### src/rtl/cpu54_pkg.sv
// rtl/cpu54_pkg.sv - shared ALU opcode and operand-select encodings
package cpu54_pkg;

  localparam logic [3:0] ALUC_ADDU = 4'd0;
  localparam logic [3:0] ALUC_SUBU = 4'd1;
  localparam logic [3:0] ALUC_ADD  = 4'd2;
  localparam logic [3:0] ALUC_SUB  = 4'd3;
  localparam logic [3:0] ALUC_AND  = 4'd4;
  localparam logic [3:0] ALUC_OR   = 4'd5;
  localparam logic [3:0] ALUC_XOR  = 4'd6;
  localparam logic [3:0] ALUC_NOR  = 4'd7;
  localparam logic [3:0] ALUC_LUI  = 4'd8;
  localparam logic [3:0] ALUC_LUI2 = 4'd9;
  localparam logic [3:0] ALUC_SLTU = 4'd10;
  localparam logic [3:0] ALUC_SLT  = 4'd11;
  localparam logic [3:0] ALUC_SRA  = 4'd12;
  localparam logic [3:0] ALUC_SRL  = 4'd13;
  localparam logic [3:0] ALUC_SLL  = 4'd14;
  localparam logic [3:0] ALUC_SLL2 = 4'd15;

  localparam logic A_SEL_RS    = 1'b0;
  localparam logic A_SEL_SHAMT = 1'b1;
  localparam logic B_SEL_RT    = 1'b0;
  localparam logic B_SEL_IMM   = 1'b1;

endpackage

### src/rtl/fwd_mux.sv
// rtl/fwd_mux.sv - per-source operand forwarding select
module fwd_mux (
  input  logic [4:0]  src,
  input  logic [31:0] rf_val,
  input  logic        exm_reg_write,
  input  logic        exm_is_load,
  input  logic [4:0]  exm_rd,
  input  logic [31:0] exm_result,
  input  logic        mw_reg_write,
  input  logic [4:0]  mw_rd,
  input  logic [31:0] mw_result,
  output logic [31:0] fwd_val
);

  logic w_src_nz;
  logic w_hit_exm;
  logic w_hit_mw;

  // A load in EX/MEM has no data yet; the hazard unit stalls instead.
  assign w_src_nz  = (src != 5'd0);
  assign w_hit_exm = exm_reg_write && !exm_is_load && (exm_rd == src) && w_src_nz;
  assign w_hit_mw  = mw_reg_write && (mw_rd == src) && w_src_nz;

  always_comb begin
    fwd_val = rf_val;
    if (w_hit_exm)
      fwd_val = exm_result;
    else if (w_hit_mw)
      fwd_val = mw_result;
  end

endmodule

### src/rtl/alu_operand_stage.sv
// rtl/alu_operand_stage.sv - ID/EX operand capture with forwarding and load-use stall
module alu_operand_stage
  import cpu54_pkg::*;
(
  input  logic        clk,
  input  logic        rst_n,
  input  logic        id_valid,
  output logic        id_ready,
  input  logic [31:0] id_rs_val,
  input  logic [31:0] id_rt_val,
  input  logic [31:0] id_imm,
  input  logic [4:0]  id_shamt,
  input  logic [4:0]  id_rs,
  input  logic [4:0]  id_rt,
  input  logic [4:0]  id_rd,
  input  logic [3:0]  id_aluc,
  input  logic        id_a_sel,
  input  logic        id_b_sel,
  input  logic        id_uses_rs,
  input  logic        id_uses_rt,
  input  logic        id_reg_write,
  input  logic        id_mem_read,
  input  logic        exm_reg_write,
  input  logic        exm_is_load,
  input  logic [4:0]  exm_rd,
  input  logic [31:0] exm_result,
  input  logic        mw_reg_write,
  input  logic [4:0]  mw_rd,
  input  logic [31:0] mw_result,
  input  logic        flush,
  input  logic        ex_ready,
  output logic [31:0] alu_a,
  output logic [31:0] alu_b,
  output logic [3:0]  alu_aluc,
  output logic        ex_valid,
  output logic [4:0]  ex_rd,
  output logic        ex_reg_write,
  output logic        ex_mem_read,
  output logic [31:0] ex_store_data,
  output logic        load_use_stall
);

  logic [31:0] w_rs_fwd;
  logic [31:0] w_rt_fwd;
  logic [31:0] w_a_next;
  logic [31:0] w_b_next;
  logic        w_stall;
  logic        w_capture;

  logic [31:0] r_alu_a;
  logic [31:0] r_alu_b;
  logic [3:0]  r_aluc;
  logic        r_valid;
  logic [4:0]  r_rd;
  logic        r_reg_write;
  logic        r_mem_read;
  logic [31:0] r_store_data;

  fwd_mux u_fwd_rs (
    .src           (id_rs),
    .rf_val        (id_rs_val),
    .exm_reg_write (exm_reg_write),
    .exm_is_load   (exm_is_load),
    .exm_rd        (exm_rd),
    .exm_result    (exm_result),
    .mw_reg_write  (mw_reg_write),
    .mw_rd         (mw_rd),
    .mw_result     (mw_result),
    .fwd_val       (w_rs_fwd)
  );

  fwd_mux u_fwd_rt (
    .src           (id_rt),
    .rf_val        (id_rt_val),
    .exm_reg_write (exm_reg_write),
    .exm_is_load   (exm_is_load),
    .exm_rd        (exm_rd),
    .exm_result    (exm_result),
    .mw_reg_write  (mw_reg_write),
    .mw_rd         (mw_rd),
    .mw_result     (mw_result),
    .fwd_val       (w_rt_fwd)
  );

  assign w_stall = id_valid && exm_is_load && exm_reg_write && (exm_rd != 5'd0) &&
                   ((id_uses_rs && (exm_rd == id_rs)) || (id_uses_rt && (exm_rd == id_rt)));

  assign id_ready  = (!r_valid || ex_ready) && !w_stall;
  assign w_capture = id_valid && id_ready;

  assign w_a_next = (id_a_sel == A_SEL_SHAMT) ? {27'b0, id_shamt} : w_rs_fwd;
  assign w_b_next = (id_b_sel == B_SEL_IMM)   ? id_imm            : w_rt_fwd;

  // Data registers only move on capture; a drained or flushed slot keeps stale data
  // but always carries cleared control bits.
  always_ff @(posedge clk or negedge rst_n) begin
    if (!rst_n) begin
      r_alu_a      <= 32'd0;
      r_alu_b      <= 32'd0;
      r_aluc       <= 4'd0;
      r_valid      <= 1'b0;
      r_rd         <= 5'd0;
      r_reg_write  <= 1'b0;
      r_mem_read   <= 1'b0;
      r_store_data <= 32'd0;
    end else if (flush) begin
      r_valid      <= 1'b0;
      r_reg_write  <= 1'b0;
      r_mem_read   <= 1'b0;
    end else if (w_capture) begin
      r_alu_a      <= w_a_next;
      r_alu_b      <= w_b_next;
      r_aluc       <= id_aluc;
      r_valid      <= 1'b1;
      r_rd         <= id_rd;
      r_reg_write  <= id_reg_write;
      r_mem_read   <= id_mem_read;
      r_store_data <= w_rt_fwd;
    end else if (ex_ready) begin
      r_valid      <= 1'b0;
      r_reg_write  <= 1'b0;
      r_mem_read   <= 1'b0;
    end
  end

  assign alu_a          = r_alu_a;
  assign alu_b          = r_alu_b;
  assign alu_aluc       = r_aluc;
  assign ex_valid       = r_valid;
  assign ex_rd          = r_rd;
  assign ex_reg_write   = r_reg_write;
  assign ex_mem_read    = r_mem_read;
  assign ex_store_data  = r_store_data;
  assign load_use_stall = w_stall;

endmodule

### config.mk
export PLATFORM = sky130hd
export DESIGN_NAME = alu_operand_stage
export DESIGN_NICKNAME = d
export VERILOG_FILES = /design/src/rtl/cpu54_pkg.sv /design/src/rtl/fwd_mux.sv /design/src/rtl/alu_operand_stage.sv
export SDC_FILE = /design/constraint.sdc
export NUM_CORES = 1
export LEC_CHECK = 0
export ABC_AREA = 1
export BUFFER_PORTS_ARGS = -buffer_cell sky130_fd_sc_hd__clkbuf_2
export CORE_ASPECT_RATIO = 1.25
export CORE_MARGIN = 1
export CORE_UTILIZATION = 40
export DETAILED_ROUTE_END_ITERATION = 6
export PLACE_DENSITY = 0.67
export SKIP_LAST_GASP = 1
export SYNTH_ARGS = -nofsm -noshare
export SYNTH_HDL_FRONTEND = slang
export SYNTH_SLANG_ARGS = --single-unit
### constraint.sdc
create_clock -name clk -period 1.8 [get_ports clk]
set_input_delay 0.54 -clock clk [delete_from_list [all_inputs] [get_ports clk]]
set_output_delay 0.54 -clock clk [all_outputs]
set_load 0.02 [all_outputs]
==> results.rst <==
.. list-table::
   :header-rows: 1

   * - Metric
     - Value
   * - Number of global-route vias before repair
     - between 7000 and 8000
   * - Level count of the clock H-tree
     - 3
   * - Pins Over Slew Limit
     - 0
   * - Clock buffers created by TritonCTS
     - 9
   * - Cell Area, Synth
     - just under 7000 sq um
   * - Final critical-path required period
     - roughly 2.0 ns
   * - Area delta synth->final
     - 49.6%
   * - DR WL met3
     - between 2000 and 2500 um
   * - Primary flip-flop cell chosen by synthesis mapping
     - sky130_fd_sc_hd__dfrtp_1
   * - First-pass GRT wire length
     - about 39000 um
   * - WL/cell
     - 17.6 um
   * - Clock Tree Buf Depth
     - 2
   * - Share of the synthesized area in compound gates (AO/OA/AOI/OAI)
     - 0.0861
   * - Pin count of the biggest net entering global routing
     - 64
   * - Yosys warning total
     - 0
   * - Gate count of the mapped netlist
     - approximately 1100
   * - Avg Inst Size Synth
     - roughly 6.4 sq um
   * - RD Place Congestion
     - between 0.9 and 1
   * - Tcrit/Tclk final
     - 1.13
   * - Startpoint class of the critical path
     - primary input
   * - Post-Route M1 WL
     - roughly 11000 um
   * - Critical Path End Type
     - output port
   * - Ports placed on the boundary
     - ~320
   * - Area fraction in and, or, nand and nor cells after synthesis
     - 0.409
   * - Leading cell types by total area after synthesis
     - sky130_fd_sc_hd__dfrtp_1 (40%), sky130_fd_sc_hd__nand2_1 (29%), sky130_fd_sc_hd__nand3_1 (8.7%), sky130_fd_sc_hd__inv_1 (4.6%), sky130_fd_sc_hd__o21ai_0 (3.3%)
   * - Most common cell in the netlist
     - sky130_fd_sc_hd__nand2_1
   * - Fill cell count
     - around 1600
   * - Total GRT Usage
     - 0.286
   * - Violated checks
     - negative setup slack
   * - Number of distinct standard cells referenced by the synthesized netlist
     - 27
   * - Peak VDD IR
     - ~0.47 mV
   * - Most instantiated cells after synthesis
     - sky130_fd_sc_hd__nand2_1 (518), sky130_fd_sc_hd__nand3_1 (118), sky130_fd_sc_hd__dfrtp_1 (108), sky130_fd_sc_hd__inv_1 (84), sky130_fd_sc_hd__o21ai_0 (45)
   * - Post-synthesis xor/xnor area fraction
     - 0.00517
   * - Setup repair after global routing missed its margin
     - true
   * - Post-route worst hold slack
     - between 0.1 and 0.15 ns
   * - Final number of hold-violating endpoints
     - 0
   * - Worst-case setup margin in the final layout
     - -0.238 ns
   * - Antenna violations before repair
     - 0
   * - TritonCTS clock tree
     - built
   * - Final number of setup-violating endpoints
     - 110
   * - Cell count after placement
     - 1575
   * - Starting density of the core
     - 0.414
   * - Pre-CTS setup slack
     - -0.261 ns
   * - Max Cap Violations
     - 0
   * - Clock skew
     - between 0.006 and 0.007 ns
   * - Core Region
     - 16400 sq um
   * - Critical Setup Path Class
     - in -> out
   * - Count of antenna diodes in the layout
     - 0
   * - Clk Latency, worst-skew pair
     - around 0.36 ns
   * - Standard-cell row count
     - 52
   * - Highest clock frequency the design can meet
     - approximately 490 MHz
   * - Sequential cell area fraction in the yosys report
     - 0.398
   * - Critical path required time
     - roughly 1.3 ns
   * - Top metal layer carrying routed signals
     - met4
   * - Clock root buffer
     - sky130_fd_sc_hd__clkbuf_16
   * - Overall die area
     - around 17000 sq um
   * - Placed wire-length estimate
     - 18800 um
   * - Antenna-violating nets left
     - 0
   * - Vias/cell
     - about 5.2
   * - Slew at the pin closest to its max-slew limit
     - roughly 0.48 ns
   * - Count of flip-flops with a built-in enable after synthesis
     - 0
   * - Met2 Routed Length
     - ~14000 um
   * - Synthesized netlist net count
     - around 1300
   * - Routed wire length
     - around 29000 um
   * - Fraction of synthesized area in multiplexers
     - 0
   * - Path category of the worst min-delay check
     - in -> async
   * - Vertical die dimension
     - approximately 150 um
   * - DRC errors left
     - 0
   * - Hold buffer count at CTS
     - 0
   * - Status
     - complete, but fails checks
   * - Relative slew slack
     - 0.678
   * - Count of input and output buffers
     - roughly 320
   * - Violation count after the first detailed-routing iteration
     - 612
   * - CP max FO
     - 4
   * - Combinational family with the most area after synthesis
     - simple AND/OR/NAND/NOR gates
   * - Width of the die
     - between 100 and 150 um
   * - Nets
     - about 1600
   * - Clock-pin slew reported for the worst setup and hold paths after clock tree synthesis
     - 0.07 ns
   * - Worst endpoint data arrival time
     - around 1.5 ns
   * - Layout Cells excl Fill
     - roughly 1600
   * - Number of sinks handled by clock tree synthesis
     - between 100 and 150
   * - Area share of fa/ha/maj cells after synthesis
     - 0
   * - 1st-pass router iterations
     - 5
   * - Static leakage power
     - approximately 6.0 nW
   * - Share of final-layout standard cells stronger than drive strength 1
     - 0.359
   * - Seq cells post-synth
     - ~110
   * - Share of flip-flops with an asynchronous set or reset
     - 1.00
   * - Fraction of post-synthesis cell area in the top cell type by area
     - 0.398
   * - Overall via count from detail_route
     - around 8400
   * - Total congestion overflow
     - 0
   * - PwrDens
     - about 770 nW/um^2
   * - Synth area leader
     - sky130_fd_sc_hd__dfrtp_1
[cell families (layout without fill, tap and decap cells)]
kind of cell / after synthesis / count (layout)
buffers and inverters: 153 / 510
DFF: 108 / 108
xor gates and xnor gates: 4 / 4
AOI/OAI and AO/OA: 116 / 116
and+or+nand+nor: 672 / 672
[worst max-delay path: stages]
cell and delay, ns:
sky130_fd_sc_hd__buf_4 0.11, sky130_fd_sc_hd__inv_2 0.04, sky130_fd_sc_hd__nand2_1 0.09, sky130_fd_sc_hd__nand2_2 0.08, sky130_fd_sc_hd__nor2_2 0.11, sky130_fd_sc_hd__nand4_1 0.11
sky130_fd_sc_hd__nand2_1 0.10, sky130_fd_sc_hd__nand2_2 0.07, sky130_fd_sc_hd__inv_2 0.08, sky130_fd_sc_hd__nor2_4 0.04, sky130_fd_sc_hd__buf_8 0.13
[stage by stage]
stage               utilization  area, sq um  power [mW]  setup TNS [ns]
floorplan                     -         6790        4.28               0
global placement          0.542         8890        5.31          -20.80
detailed placement        0.542         8890        5.34          -23.14
CTS                       0.564         9250        7.46          -0.369
global route              0.619        10100        8.16          -18.16
finish                    0.619        10100        7.79          -10.35
[cell usage in the layout, fill, tap and decap left out, drive strengths merged]
master  count
nor2       17
nand3     121
nor3        2
xnor2       4
nor2b       2
inv        95
o21ai      87
buf        85
clkinv      4
clkbuf    325
a21oi      29
nand4       9
bufinv      1
nand2     521
dfrtp     108
[state kept, by name (all words and copies together) (netlist names)]
| name | count |
|---|---|
| alu_a | 32 |
| alu_b | 32 |
| ex_store_data | 32 |
| ex_rd | 5 |
| alu_aluc | 4 |
| ex_mem_read | 1 |
| ex_reg_write | 1 |
| ex_valid | 1 |
[power by group]
part | switching, mW | internal, mW | leakage, nW | total [mW]
registers | 0.238 | 2.80 | 1.37 | 3.03
logic | 1.60 | 1.03 | 4.52 | 2.63
clock network | 1.02 | 1.10 | 0.152 | 2.12
[layout make-up]
type,count,area (sq um),share of cell area
sequential,108,2700,0.266
clock inverter,7,81.3,0.00801
multi-input combinational,792,3630,0.358
clock buffer,9,225,0.0222
timing repair buffer,401,2890,0.284
tap,216,270,0.0266
inverter,93,352,0.0346
[path summary, 6_finish.rpt]
| path | cells past startpoint | end | from | slack, ns |
|---|---|---|---|---|
| setup / recovery | 11 | id_ready | id_rt[0] | -0.24 |
| setup reg to reg | 8 | ex_store_data[10] | ex_valid | 0.22 |
| min in group clk | 3 | alu_aluc[3] | id_aluc[3] | 0.37 |
| hold / removal | 1 | alu_a[10] | rst_n | 0.14 |
| hold reg to reg | 2 | alu_b[24] | alu_b[24] | 0.48 |
| max in group asynchronous | 2 | alu_b[26] | rst_n | 1.13 |
[routing by layer]
metal,up-vias,global-route usage
met5,-,0
met4,0,0.149
met3,84,0.0475
met2,455,0.501
met1,3834,0.337
li1,4005,-
[timing repair]
item,in CTS,in global routing
pin swaps,4,14
setup endpoints to repair,2,109
gates resized for setup,10,115
setup buffers,3,9
endpoints found under the hold margin,0,0
gates cloned,0,25
(Power assumes the default switching activity.)
